===== config.mk =====
export PLATFORM = sky130hd
export DESIGN_NAME = seg7_scan_decoder
export DESIGN_NICKNAME = d
export VERILOG_FILES = /design/src/rtl/seg7_pkg.sv /design/src/rtl/seg7_pattern_decode.sv /design/src/rtl/seg7_scan_decoder.sv
export SDC_FILE = /design/constraint.sdc
export NUM_CORES = 1
export LEC_CHECK = 0
export ABC_AREA = 0
export CORE_ASPECT_RATIO = 0.9
export CORE_MARGIN = 3
export CORE_UTILIZATION = 41
export DETAILED_ROUTE_END_ITERATION = 12
export PLACE_DENSITY_LB_ADDON = 0.15
export SLEW_MARGIN = 20
export SYNTH_ARGS = -nofsm -noshare
export SYNTH_HDL_FRONTEND = slang
export SYNTH_SLANG_ARGS = --single-unit
export TNS_END_PERCENT = 10

===== constraint.sdc =====
create_clock -name clk -period 5.2 [get_ports clk]
set_input_delay 1.04 -clock clk [delete_from_list [all_inputs] [get_ports clk]]
set_output_delay 1.04 -clock clk [all_outputs]
set_load 0.01 [all_outputs]

===== src/rtl/seg7_pkg.sv =====
// Shared 7-segment constants and decode helpers.
// Segment order is abcdefg, bit6 = a.
package seg7_pkg;

  localparam logic [6:0] SEG_0 = 7'b1111110;
  localparam logic [6:0] SEG_1 = 7'b0110000;
  localparam logic [6:0] SEG_2 = 7'b1101101;
  localparam logic [6:0] SEG_3 = 7'b1111001;
  localparam logic [6:0] SEG_4 = 7'b0110011;
  localparam logic [6:0] SEG_5 = 7'b1011011;
  localparam logic [6:0] SEG_6 = 7'b1011111;
  localparam logic [6:0] SEG_7 = 7'b1110000;
  localparam logic [6:0] SEG_8 = 7'b1111111;
  localparam logic [6:0] SEG_9 = 7'b1111011;

  // Returns {valid, bcd}.
  function automatic logic [4:0] seg_to_bcd(
    input logic [6:0] seg
  );
    logic [4:0] r;
    r = '0;
    unique case (seg)
      SEG_0:   r = {1'b1, 4'd0};
      SEG_1:   r = {1'b1, 4'd1};
      SEG_2:   r = {1'b1, 4'd2};
      SEG_3:   r = {1'b1, 4'd3};
      SEG_4:   r = {1'b1, 4'd4};
      SEG_5:   r = {1'b1, 4'd5};
      SEG_6:   r = {1'b1, 4'd6};
      SEG_7:   r = {1'b1, 4'd7};
      SEG_8:   r = {1'b1, 4'd8};
      SEG_9:   r = {1'b1, 4'd9};
      default: r = '0;
    endcase
    return r;
  endfunction

  // Returns {ok, idx}.
  function automatic logic [3:0] onehot_index(
    input logic [7:0] sel
  );
    logic [3:0] r;
    r = '0;
    for (int i = 0; i < 8; i++) begin
      if (sel[i]) r[2:0] = 3'(i);
    end
    r[3] = $onehot(sel);
    return r;
  endfunction

endpackage


===== src/rtl/seg7_pattern_decode.sv =====
// Combinational abcdefg -> BCD decode.
// valid is low for any pattern that is not 0-9.
module seg7_pattern_decode
  import seg7_pkg::*;
(
  input  logic [6:0] seg,
  output logic       valid,
  output logic [3:0] bcd
);

  assign {valid, bcd} = seg_to_bcd(seg);

endmodule


===== src/rtl/seg7_scan_decoder.sv =====
// Rebuilds per-digit BCD values from a multiplexed
// 7-segment display bus.
module seg7_scan_decoder
  import seg7_pkg::*;
#(
  parameter int N_DIGITS       = 4,
  parameter int STABLE_CYCLES  = 3,
  parameter int SEG_ACTIVE_LOW = 0
) (
  input  logic                  clk,
  input  logic                  rst,
  input  logic [N_DIGITS-1:0]   iSel,
  input  logic [6:0]            abcdefg,
  output logic [4*N_DIGITS-1:0] oBCD,
  output logic [N_DIGITS-1:0]   oValid,
  output logic                  oNew,
  output logic [2:0]            oDigit,
  output logic                  oErr,
  output logic [7:0]            oErrCount,
  output logic                  oFrame,
  output logic                  oFrameOk
);

  localparam int CW = $clog2(STABLE_CYCLES + 1);
  localparam logic [CW-1:0] CNT_MAX = CW'(STABLE_CYCLES);
  localparam logic [CW-1:0] CNT_CAP = CW'(STABLE_CYCLES - 1);

  logic [6:0]          seg_in;
  logic [N_DIGITS-1:0] sel_q;
  logic [6:0]          seg_q;
  logic [CW-1:0]       cnt;
  logic [CW-1:0]       cnt_next;
  logic [N_DIGITS-1:0] seen;
  logic [N_DIGITS-1:0] seen_next;
  logic [N_DIGITS-1:0] hit;
  logic [N_DIGITS-1:0] valid_next;
  logic [4*N_DIGITS-1:0] bcd_next;
  logic [3:0]          oh_q;
  logic                stable;
  logic                capture;
  logic                frame;
  logic                dec_valid;
  logic [3:0]          dec_bcd;

  assign seg_in = (SEG_ACTIVE_LOW != 0) ? ~abcdefg : abcdefg;
  assign oh_q   = onehot_index(8'(sel_q));

  assign stable = (iSel == sel_q) && (seg_in == seg_q)
                  && $onehot(iSel);

  // Capture exactly once, on the step into saturation.
  assign capture = stable && oh_q[3] && (cnt == CNT_CAP);

  seg7_pattern_decode u_dec (
    .seg   (seg_q),
    .valid (dec_valid),
    .bcd   (dec_bcd)
  );

  always_comb begin
    cnt_next   = '0;
    hit        = '0;
    valid_next = oValid;
    bcd_next   = oBCD;
    if (stable) begin
      cnt_next = (cnt == CNT_MAX) ? cnt : cnt + CW'(1);
    end
    for (int i = 0; i < N_DIGITS; i++) begin
      hit[i] = capture && (oh_q[2:0] == 3'(i));
      if (hit[i]) begin
        valid_next[i] = dec_valid;
        if (dec_valid) bcd_next[4*i +: 4] = dec_bcd;
      end
    end
    seen_next = seen | hit;
    frame     = capture && (&seen_next);
  end

  always_ff @(posedge clk) begin
    if (rst) begin
      sel_q     <= '0;
      seg_q     <= '0;
      cnt       <= '0;
      seen      <= '0;
      oBCD      <= '0;
      oValid    <= '0;
      oNew      <= 1'b0;
      oDigit    <= '0;
      oErr      <= 1'b0;
      oErrCount <= '0;
      oFrame    <= 1'b0;
      oFrameOk  <= 1'b0;
    end else begin
      sel_q    <= iSel;
      seg_q    <= seg_in;
      cnt      <= cnt_next;
      oBCD     <= bcd_next;
      oValid   <= valid_next;
      oNew     <= capture;
      oErr     <= capture && !dec_valid;
      oFrame   <= frame;
      oFrameOk <= frame && (&valid_next);
      seen     <= frame ? '0 : seen_next;
      if (capture) oDigit <= oh_q[2:0];
      if (capture && !dec_valid && oErrCount != 8'hFF) begin
        oErrCount <= oErrCount + 8'd1;
      end
    end
  end

endmodule


Yosys cells after proc, flatten, opt, wreduce, memory -nomap -nowiden
Cells that the tools add are included.

Flip-flop bits (word level): 52. Bits of input ports: 13. Output and inout port bits: 35.

$add $sub $neg: 8. Equality and inequality tests: 20. Multiplexer cells: 8. Bitwise logic cells: 2. Reduce and logical (&&, ||, !) cells: 22.

Operators by type and width (count): equality test 7 bit (second input constant) (8); case mux 5 bit (10 select lines) (1); equality test 7 x 6 -> 1 bit (second input constant) (2); logical AND 1 bit (12); equality test 3 x 1 -> 1 bit (second input constant) (3); adder 1 x 1 -> 2 bit (4); adder 8 x 1 -> 8 bit (second input constant) (1); != test 8 bit (second input constant) (1); AND reduction 2 bit (4); AND reduction 4 bit (2); equality test 7 bit (1); adder 2 x 2 -> 3 bit (2); equality test 3 x 2 -> 1 bit (second input constant) (2); two-way mux 3 bit (2); two-way mux 1 bit (5); equality test 2 bit (second input constant) (2); equality test 4 bit (1); OR 4 bit (1); OR reduction 2 bit (2); logical NOT 3 bit (1); adder 2 x 1 -> 2 bit (second input constant) (1); logical NOT 1 bit (1); inverter 1 bit (1).

Logic depth before layout (Yosys ltp)
Gate-level depths: netlist of run 1.

Depth after elaboration: 11. Depth in mapped cells: 13. Depth with buffers taken out: 11.

By module
Synthesis of run 1 repeated with hierarchy kept, for this count alone.

Cells, all modules: 303. Area, all modules: 2625.0 um^2.

By module, submodules not included: seg7_scan_decoder (times used 1, cells an instance 275, area an instance 2441.1 um^2); seg7_pattern_decode (times used 1, cells an instance 28, area an instance 183.9 um^2).

Worst setup path before layout of run 1
OpenSTA, ideal clock, no wires.

Kind: in2reg. Start point: input iSel[0]. End point: register oErrCount[6]. Arrival time: 3.869 ns. Required time: 5.130 ns. Path slack: 1.261 ns. Stages on the path: 12. Path through: inv_1 fa_1 inv_1 ha_1 ha_1 nor3b_1 and4_1 nand4_4 or4b_4 buf_6 or3_1 a21oi_1.

Cells in the longest elaborated chain, start to end: 8. Elaborated cells between the ends (all ways): 10. Those cells by class: 2 x add/sub; 2 x eq/ne; 6 x reduce/logical.

RTL lines: from (decl) (RTL line seg7_scan_decoder.sv:12) `input logic [N_DIGITS-1:0] iSel,`; adder 1 x 1 -> 2 bit (not written as such) (RTL line seg7_scan_decoder.sv:49) `&& $onehot(iSel);`; adder 2 x 2 -> 3 bit (not written as such) (RTL line seg7_scan_decoder.sv:49); equality test 3 x 1 -> 1 bit (RTL line seg7_scan_decoder.sv:49); logical AND 1 bit * (RTL line seg7_scan_decoder.sv:49); logical AND 1 bit * (2 in a row) (RTL line seg7_scan_decoder.sv:52) `assign capture = stable && oh_q[3] && (cnt == CNT_CAP);`; logical AND 1 bit * (2 in a row) (RTL line seg7_scan_decoder.sv:105) `if (capture && !dec_valid && oErrCount != 8'hFF) begin`; to (signal assigned) (RTL line seg7_scan_decoder.sv:106) `oErrCount <= oErrCount + 8'd1;`; to (decl) (RTL line seg7_scan_decoder.sv:19) `output logic [7:0] oErrCount,`.

Mark *: on every way between the ends. The rest lies on a longest branch, timed or not. A chain may end at the register's enable or synchronous reset.

Worst setup path after layout of run 1
Start point: input iSel[0]. End point: register oErrCount[5].

Same word-level chain as after synthesis.

==> metrics, run 1 <==
clk slew on worst S/H paths approximately 0.10 ns; via count about 2200; Seq cells post-synth ~50; WL per Instance 14.59 um; delay-heaviest family, CP simple AND/OR/NAND/NOR gates; DR iter-0 viols 146; DIE AREA approximately 7200 um^2; Routed WL 5.866 mm; Critical-path top delay cell or4b_4; Worst-Margin Slew approximately 0.9 ns; Syn Inst Count about 290; largest net degree at the start of global routing 35; clock sink total 51; Crit Path Class primary input to flop; die extent in y 80.78 um; clk buf depth 2; htree depth 2; CP arrival roughly 4.7 ns; CP endpoint kind flop; core area 5856 um^2; Mapped Area between 2000 and 3000 um^2; unrepaired setup endpoints after global routing false; PwrDens about 240 nW/um^2; Worst EP required about 5.4 ns; status completed; setup TNS 0 ns; Mapped Nets between 300 and 400; setup repair bufs after CTS 0; Post-synth EDFFs 0; vias per cell 5.366; Root Driver clkbuf_8; Max Fanout on Critical Path 12; worst-path cell chain clkdlybuf4s50_1 -> inv_1 -> fa_1 -> inv_1 -> ha_1 -> ha_1 -> nor3b_1 -> and4_1 -> nand4_4 -> or4b_4 -> or3_2 -> a21oi_1; sequential-to-total area share from yosys stat 0.4008; # Max-Cap Violations 0; chip width ~89 um; CTS tree yes; Fmax achieved about 230 MHz; Post-route DRC 0; Initial Util 0.4350; area growth from synthesis to layout 22.69%; CP max stage delay ~0.64 ns; hpwl dp roughly 4.3 mm; crit path buf inv count 3; First-pass DRT Iterations 4; Slew Limit Fails 0; Setup Skew roughly 0.0094 ns; main flop type after synthesis dfxtp_1; fin crit period between 4 and 5 ns; GRT Total Usage 0.1773; PostCTS Resize Cnt 0; GPL Wtd Cong 0.8135; async set-or-reset flop fraction in the synthesized netlist 0; startpoint types primary input; Max-slew headroom 0.4034; vias in the first global route about 2100; Final setup viols 0; worst slack, placed 0.4510 ns; initial antenna violation count 0; grt ovf 0; CTS buffer count 5; Hold Fails Final Rpt 0; # diodes 0; final net count roughly 350; Lkg Pwr ~1.1 nW; synthesis warning total 0; Min-Delay Path Class flop to flop; Mapped Avg Cell Area 8.724 um^2; layout cells sized above 1 0.06627; commonest non-fill, non-tap cell in the layout dfxtp_1; Max IR drop VDD about 0.16 mV; Synth cell types 57; Port Buffers 46; Top Ports 48; commonest cells after routing, fill and taps aside 51 x dfxtp_1, 45 x clkdlybuf4s50_1, 32 x o21ai_0; part of the cycle the worst path needs 0.8533; first-pass GRT wire length about 10 mm; post-route ant nets 0; Skew-Pair Late Insertion Delay 0.31 ns; CTS hold repair buffers 0; final setup margin 0.7629 ns; FP Rows 26
[worst register-to-register path: stages (launching register included)]
cell and delay [ns]:
dfxtp_1 0.59, inv_1 0.19, fa_1 0.52, inv_1 0.04, ha_1 0.17, ha_1 0.27, nor2_1 0.15, and3_1 0.26
nand4_4 0.17, or4b_4 0.65, or3_2 0.47, a21oi_1 0.14
[sequential cells by signal (all words and copies together), names as in the netlist]
register,flops
cnt,2
oErr,1
oDigit,2
oNew,1
oFrame,1
seg_q,7
sel_q,4
oBCD,16
oErrCount,8
oValid,4
oFrameOk,1
seen,4
[power breakdown]
| part | switching (mW) | internal, mW | total (mW) |
|---|---|---|---|
| registers | 0.0113 | 0.395 | 0.406 |
| logic | 0.0311 | 0.0269 | 0.0580 |
| clock network | 0.137 | 0.144 | 0.281 |
| total | 0.179 | 0.565 | 0.745 |
[layer usage]
metal  GRT usage  part of all wire
met1      0.2558              0.50
met2      0.2710              0.45
met3     0.03955             0.043
met4     0.03869            0.0065
met5           0                 0
[worst paths after layout]
check	startpoint	end	slack (ns)	depth (start not counted)
worst min-delay path	oDigit[0]$_SDFFE_PP0P_	oDigit[0]$_SDFFE_PP0P_	0.47	2
worst max-delay path	iSel[0]	oErrCount[5]$_SDFFE_PP0P_	0.76	12
worst max register to register	sel_q[3]$_SDFF_PP0_	oErrCount[5]$_SDFFE_PP0P_	1.53	11
worst min register to register	oDigit[0]$_SDFFE_PP0P_	oDigit[0]$_SDFFE_PP0P_	0.47	2
[layout make-up]
type / count / area [um^2]
Multi-Input combinational cell: 209 / 1366
Inverter: 14 / 52.55
Clock buffer: 5 / 68.82
Fill cell: 574 / 2730
Sequential cell: 51 / 1021
Timing Repair Buffer: 50 / 485.5
Clock inverter: 3 / 43.79
Tap cell: 70 / 87.58
[per-stage QoR]
stage / utilization / power (mW) / hold WS [ns] / instance area [um^2] / instances
after floorplan: - / 0.4544 / 0.4418 / 2547 / 292
after global placement: 0.5154 / 0.4722 / 0.4562 / 3018 / 394
after detailed placement: 0.5145 / 0.4729 / 0.4626 / 3013 / 394
after CTS: 0.5338 / 0.7534 / 0.4849 / 3126 / 402
after global routing: 0.5338 / 0.7759 / 0.5007 / 3126 / 402
final: 0.5338 / 0.7447 / 0.4747 / 3126 / 402
[logic make-up (layout without fill, tap and decap cells)]
logic type / count (synthesis) / count (layout) / synth area share
AO/OA/AOI/OAI: 66 / 66 / 0.1508
XOR/XNOR: 13 / 13 / 0.04470
adder cells (fa/ha/maj): 9 / 9 / 0.05010
buffers and inverters: 32 / 72 / 0.06287
flip-flops: 51 / 51 / 0.4008
multiplexers: 2 / 2 / 0.007859
other: 1 / 1 / 0.001472
AND/OR/NAND/NOR: 118 / 118 / 0.2814
[Yosys cell counts, types with 2 or more instances]
cell type  instances  area, um^2
clkbuf_1           7       26.28
fa_1               2       40.04
nor3b_1            3       22.52
buf_2              5       25.02
nand4_1            8       50.05
ha_1               7       87.58
nor4bb_1           2       20.02
nand3_1            6       30.03
nand2_1           17       63.81
inv_1             14       52.55
nand3b_1           6       45.04
o21ai_0           32       160.2
and4_1             4       35.03
nand2b_1           3       18.77
nor2_1            20       75.07
nor3_1             5       25.02
or3_1              5       31.28
xor2_1             2       17.52
mux2i_1            2       20.02
buf_6              4       45.04
o21a_1             2       15.01
nor2b_1           17       106.4
dfxtp_1           51        1021
xnor2_1           11       96.34
or4_1              2       15.01
a21oi_1           18       90.09
nor4b_1            2       17.52
nor4_1             5       31.28
a21bo_2            2       20.02
Note: power is estimated with default switching activity, not from simulation.
==> run 2, diff against run 1 <==
--- a/config.mk
+++ b/config.mk
@@ -6,7 +6,7 @@
 export NUM_CORES = 1
 export LEC_CHECK = 0
 export ABC_AREA = 0
-export CORE_ASPECT_RATIO = 0.9
+export CORE_ASPECT_RATIO = 1.2
 export CORE_MARGIN = 3
 export CORE_UTILIZATION = 41
 export DETAILED_ROUTE_END_ITERATION = 12
@@ -14,5 +14,6 @@
 export SLEW_MARGIN = 20
 export SYNTH_ARGS = -nofsm -noshare
 export SYNTH_HDL_FRONTEND = slang
+export SYNTH_HIERARCHICAL = 1
 export SYNTH_SLANG_ARGS = --single-unit
 export TNS_END_PERCENT = 10
==> metrics, run 2 <==
post-route ant nets 0; area growth from synthesis to layout 22.02%; CP arrival approximately 4.5 ns; CTS tree yes; Worst-Margin Slew 1.030 ns; unrepaired setup endpoints after global routing false; htree depth 2; Largest regs oBCD: 16 flops, oErrCount: 8 flops, seg_q: 7 flops; Seq pwr share 0.558; clk buf depth 2; dpl cells 412; # Max-Cap Violations 0; worst-path cell chain clkdlybuf4s50_1 -> inv_1 -> fa_1 -> inv_1 -> ha_1 -> ha_1 -> nor3b_2 -> nand2_1 -> or4_1 -> nor3_1 -> o211a_1; count leader, synth dfxtp_1; Initial Util 0.4283; die extent in y between 90 and 100 um; vias per cell ~5.5; Min-Delay Path Class flop to flop; reg2reg setup slack 1.18 ns; Hold Path Cell Cnt 2; worst slack, placed around 0.71 ns; chip width between 70 and 80 um; most frequent cells after synthesis 51 x dfxtp_1, 33 x a21oi_1, 25 x nand4_1, 17 x nor2b_1, 16 x nor2_1; GPL Wtd Cong around 0.84; layout cells sized above 1 0.06805; Max-slew headroom 0.3046; overall power a little over 0.7 mW; Seq cells post-synth 51; clk slew on worst S/H paths about 0.090 ns; grt ovf 0; CTS buffer count 5; XOR/XNOR share of the synthesized area 0.05195; area share of and/or/nand/nor cells after synthesis 0.2583; Final setup viols 0; fin crit period approximately 4.2 ns; vias in the first global route ~2100; Post-synth EDFFs 0; status completed; post-route cell area about 3200 um^2; top cell type's share of synthesized area 0.3889; core area between 6000 and 7000 um^2; worst hold margin approximately 0.47 ns; # fillers 621; largest net degree at the start of global routing 48; setup TNS 0 ns; Slew Limit Fails 0; Syn Inst Count roughly 300; Crit Path Class primary input to flop; Mapped Nets approximately 330; Skew-Pair Late Insertion Delay 0.30 ns; commonest non-fill, non-tap cell in the layout dfxtp_1; switching part of the total 0.2494; Max Fanout on Critical Path 22; DR iter-0 viols 200; first-pass GRT wire length 10.36 mm; initial antenna violation count 0; Multi-input gate area about 1400 um^2; clock sink total between 50 and 60; part of the cycle the worst path needs 0.8101; Max IR drop VDD 0.1523 mV; final std cells w/o fill 420; hpwl dp between 4 and 5 mm; Setup Skew 0.003568 ns; PwrDens 227.3 nW/um^2; Largest register FFs 16; # diodes 0; CTS hold repair buffers 0; sw power roughly 0.18 mW; commonest cells after routing, fill and taps aside 51 x dfxtp_1, 46 x clkdlybuf4s50_1, 33 x a21oi_1; startpoint types primary input; Worst Setup SP iSel[1]; Worst EP required about 5.5 ns; Worst R2R Start sel_q[3]$_SDFF_PP0_; largest family of logic cells by synthesized area simple AND/OR/NAND/NOR gates; PostCTS Resize Cnt 0; Largest Register oBCD; synthesis warning total 6; Int Power 0.5464 mW; Reg2Reg Capture Point oErrCount[3]$_SDFFE_PP0P_; async set-or-reset flop fraction in the synthesized netlist 0; post-synthesis mux area share 0.01668; DIE AREA 7403 um^2; Port Buffers 46; Worst Hold End oBCD[9]$_SDFFE_PP0P_; Post-route DRC 0; delay-heaviest family, CP simple AND/OR/NAND/NOR gates; final net count approximately 360; Top Ports between 40 and 50; final setup margin roughly 0.99 ns; CP max stage delay approximately 0.84 ns; sequential-to-total area share from yosys stat 0.3889; final design utilization 0.5227; Hold Fails Final Rpt 0; Mapped Avg Cell Area 8.663 um^2; Critical-path top delay cell or4_1; GRT Total Usage 0.1769; Comb power frac 0.096; complex-gate fraction of the synthesized area 0.1706; main flop type after synthesis dfxtp_1; Root Driver clkbuf_8; Clock power frac 0.346; crit path buf inv count 3; CP endpoint kind flop; R2R depth 10; post-synth top area cell dfxtp_1; FP Rows 31; setup repair bufs after CTS 0; Synth cell types 54; storage element area about 1000 um^2; via count 2321; post-synthesis adder-cell area fraction 0.04862; Mapped Area between 2000 and 3000 um^2; Lkg Pwr between 1 and 1.5 nW; instance area at placement slightly above 3000 um^2; First-pass DRT Iterations 4; Worst Min Path Start oBCD[9]$_SDFFE_PP0P_; Fmax achieved between 200 and 250 MHz; critical path depth 11; top cells by area, synth dfxtp_1 39%, a21oi_1 6.3%, nand4_1 6.0%; WL per Instance 15.12 um; Routed WL between 6 and 7 mm
==> run 2: worst max path at each step <==
stage,end,slack (ns)
floorplan,oErrCount[5]$_SDFFE_PP0P_,1.40
global placement,oErrCount[3]$_SDFFE_PP0P_,0.81
detailed placement,oFrameOk$_SDFF_PP0_,0.71
CTS,oFrameOk$_SDFF_PP0_,1.02
global route,oFrameOk$_SDFF_PP0_,0.80
finish,oFrameOk$_SDFF_PP0_,0.99
==> run 2: power groups by stage <==
stage                     clock network (mW)  registers [mW]  logic, mW
after floorplan                            0           0.408     0.0536
after detailed placement                   0           0.415     0.0703
final                                  0.252           0.406     0.0700
after global placement                     0           0.415     0.0690
after CTS                              0.262           0.406     0.0705
after global routing                   0.275           0.408     0.0778
==> run 2: layout make-up <==
| type | count | area share |
|---|---|---|
| timing repair buffer | 49 | 0.1508 |
| multi-input combinational | 217 | 0.4508 |
| inverter | 13 | 0.01523 |
| clock inverter | 1 | 0.002344 |
| tap | 82 | 0.03203 |
| clock buffer | 7 | 0.03008 |
| sequential | 51 | 0.3188 |
==> run 2: logic make-up (layout without fill, tap and decap cells) <==
kind of cell	Yosys count	after routing
buf+inv	35	70
flops	51	51
fa+ha+maj	9	9
compound gates	73	73
other cells	1	1
mux	4	4
simple gates	117	117
xor+xnor	13	13
==> run 2: worst register-to-register path: cells and delay by family (launching register included) <==
| kind | cells | cell delay [ns] |
|---|---|---|
| flops | 1 | 0.70 |
| buf+inv | 2 | 0.49 |
| simple gates | 4 | 1.34 |
| fa+ha+maj | 3 | 1.03 |
| mux | 1 | 0.35 |
==> run 2: routing by layer <==
metal	wire length (um)	track usage
met1	2809	0.2348
met2	3044	0.2858
met3	380	0.02975
met4	116	0.06877
met5	0	0
==> run 3, diff against run 2 <==
==> constraint.sdc (replaced) <==
create_clock -name clk -period 4.2 [get_ports clk]
set_input_delay 0.84 -clock clk [delete_from_list [all_inputs] [get_ports clk]]
set_output_delay 0.84 -clock clk [all_outputs]
set_load 0.01 [all_outputs]
==> metrics, run 3 (synthesis results as in run 2) <==
status completed; Slew Limit Fails 0; Worst EP required between 4 and 5 ns; Largest regs oBCD: 16 flops, oErrCount: 8 flops, seg_q: 7 flops; Reg2Reg Capture Point oErrCount[3]$_SDFFE_PP0P_; first-pass GRT wire length ~10 mm; Post-route DRC 0; GRT Total Usage 0.1787; Worst Hold End oBCD[9]$_SDFFE_PP0P_; Top Ports between 40 and 50; commonest cells after routing, fill and taps aside 51 x dfxtp_1, 46 x clkdlybuf4s50_1, 33 x a21oi_1; grt ovf 0; final design utilization 0.5292; part of the cycle the worst path needs 0.9268; reg2reg setup slack a little under 0.8 ns; FP Rows 31; hpwl dp 4.555 mm; Initial Util 0.4283; Fmax achieved between 200 and 300 MHz; startpoint types primary input; via count 2337; vias in the first global route between 2000 and 2500; Setup Skew 0.007573 ns; clock sink total 51; Comb power frac 0.102; DR iter-0 viols around 170; Max Fanout on Critical Path 6; # diodes 0; Root Driver clkbuf_8; Largest Register oBCD; switching part of the total 0.2563; worst-path cell chain clkdlybuf4s50_1 -> inv_1 -> fa_1 -> inv_1 -> ha_1 -> ha_1 -> nor3b_2 -> nand4_1 -> or4_4 -> nor4_1 -> mux2_1; Worst-Margin Slew around 1.1 ns; GPL Wtd Cong around 0.87; Hold Path Cell Cnt 2; unrepaired setup endpoints after global routing false; Int Power 0.6630 mW; Max-slew headroom 0.2891; worst slack, placed -0.01264 ns; largest net degree at the start of global routing between 40 and 50; clk buf depth 2; final setup margin slightly above 0.3 ns; chip width between 70 and 80 um; Hold Fails Final Rpt 0; commonest non-fill, non-tap cell in the layout dfxtp_1; Final setup viols 0; # fillers 624; Seq pwr share 0.561; die extent in y about 94 um; First-pass DRT Iterations 4; Skew-Pair Late Insertion Delay roughly 0.30 ns; Clock power frac 0.337; PostCTS Resize Cnt 0; Critical-path top delay cell or4_4; PwrDens between 200 and 300 nW/um^2; htree depth 2; Crit Path Class primary input to flop; Routed WL between 6 and 7 mm; DIE AREA between 7000 and 8000 um^2; Worst R2R Start sel_q[1]$_SDFF_PP0_; Largest register FFs 16; CTS hold repair buffers 0; R2R depth 10; CP endpoint kind flop; WL per Instance roughly 15 um; CP max stage delay 0.57 ns; area growth from synthesis to layout 23.55%; Worst Min Path Start oBCD[9]$_SDFFE_PP0P_; final net count ~370; fin crit period 3.892 ns; post-route ant nets 0; CTS buffer count 5; initial antenna violation count 0; Port Buffers between 40 and 50; clk slew on worst S/H paths roughly 0.09 ns; layout cells sized above 1 0.08430; Lkg Pwr between 1 and 1.5 nW; CTS tree yes; core area 6128 um^2; Min-Delay Path Class flop to flop; CP arrival between 4 and 5 ns; # Max-Cap Violations 0; Max IR drop VDD around 0.2 mV; setup repair bufs after CTS 0; sw power about 0.23 mW; vias per cell between 5 and 6
==> run 3: power groups by stage <==
stage,Sequential [mW],Clock (mW),Combinational [mW]
2_1_floorplan,0.505,0,0.0664
3_3_place_gp,0.511,0,0.0902
3_5_place_dp,0.512,0,0.0915
4_1_cts,0.500,0.314,0.0917
5_1_grt,0.502,0.337,0.101
6_report,0.500,0.301,0.0906
==> run 3: how the worst max path moves through the flow <==
| stage | startpoint | cells after the start | end |
|---|---|---|---|
| finish | iSel[0] | 11 | oErrCount[3]$_SDFFE_PP0P_ |
| global route | iSel[0] | 11 | oErrCount[3]$_SDFFE_PP0P_ |
| CTS | iSel[0] | 11 | oErrCount[3]$_SDFFE_PP0P_ |
| detailed placement | iSel[0] | 11 | oErrCount[3]$_SDFFE_PP0P_ |
| global placement | iSel[0] | 11 | oErrCount[5]$_SDFFE_PP0P_ |
| floorplan | iSel[0] | 11 | oErrCount[5]$_SDFFE_PP0P_ |
==> run 3: through the flow <==
step / instances / setup TNS [ns] / hold slack [ns] / cell area (um^2) / power, mW
CTS: 426 / 0 / 0.4745 / 3243 / 0.9058
global placement: 418 / 0 / 0.4523 / 3144 / 0.6016
detailed placement: 418 / -0.01264 / 0.4601 / 3144 / 0.6030
global route: 426 / 0 / 0.4878 / 3243 / 0.9402
finish: 426 / 0 / 0.4717 / 3243 / 0.8915
floorplan: 303 / 0 / 0.4591 / 2625 / 0.5717
==> run 3: layout make-up <==
| class | instances | area, um^2 | share of cell area |
|---|---|---|---|
| multi-input combinational | 217 | 1444 | 0.4452 |
| timing repair buffer | 55 | 528.0 | 0.1628 |
| sequential | 51 | 1021 | 0.3148 |
| inverter | 13 | 48.80 | 0.01505 |
| tap | 82 | 102.6 | 0.03164 |
| clock buffer | 6 | 82.58 | 0.02546 |
| clock inverter | 2 | 16.27 | 0.005015 |
==> run 3: per-layer routing <==
metal	share of wire	up-vias	wire [um]	GRT usage
li1	-	1194	-	-
met1	0.45	1073	2855	0.2388
met4	0.015	0	96	0.05731
met5	0	-	0	0
met3	0.050	8	314	0.04607
met2	0.48	62	3042	0.2809
==> run 3: critical path, delay by kind of cell <==
kind / cells / cell delay, ns
fa+ha+maj: 3 / 0.98
buf+inv: 3 / 0.62
mux: 1 / 0.35
simple gates: 4 / 1.29
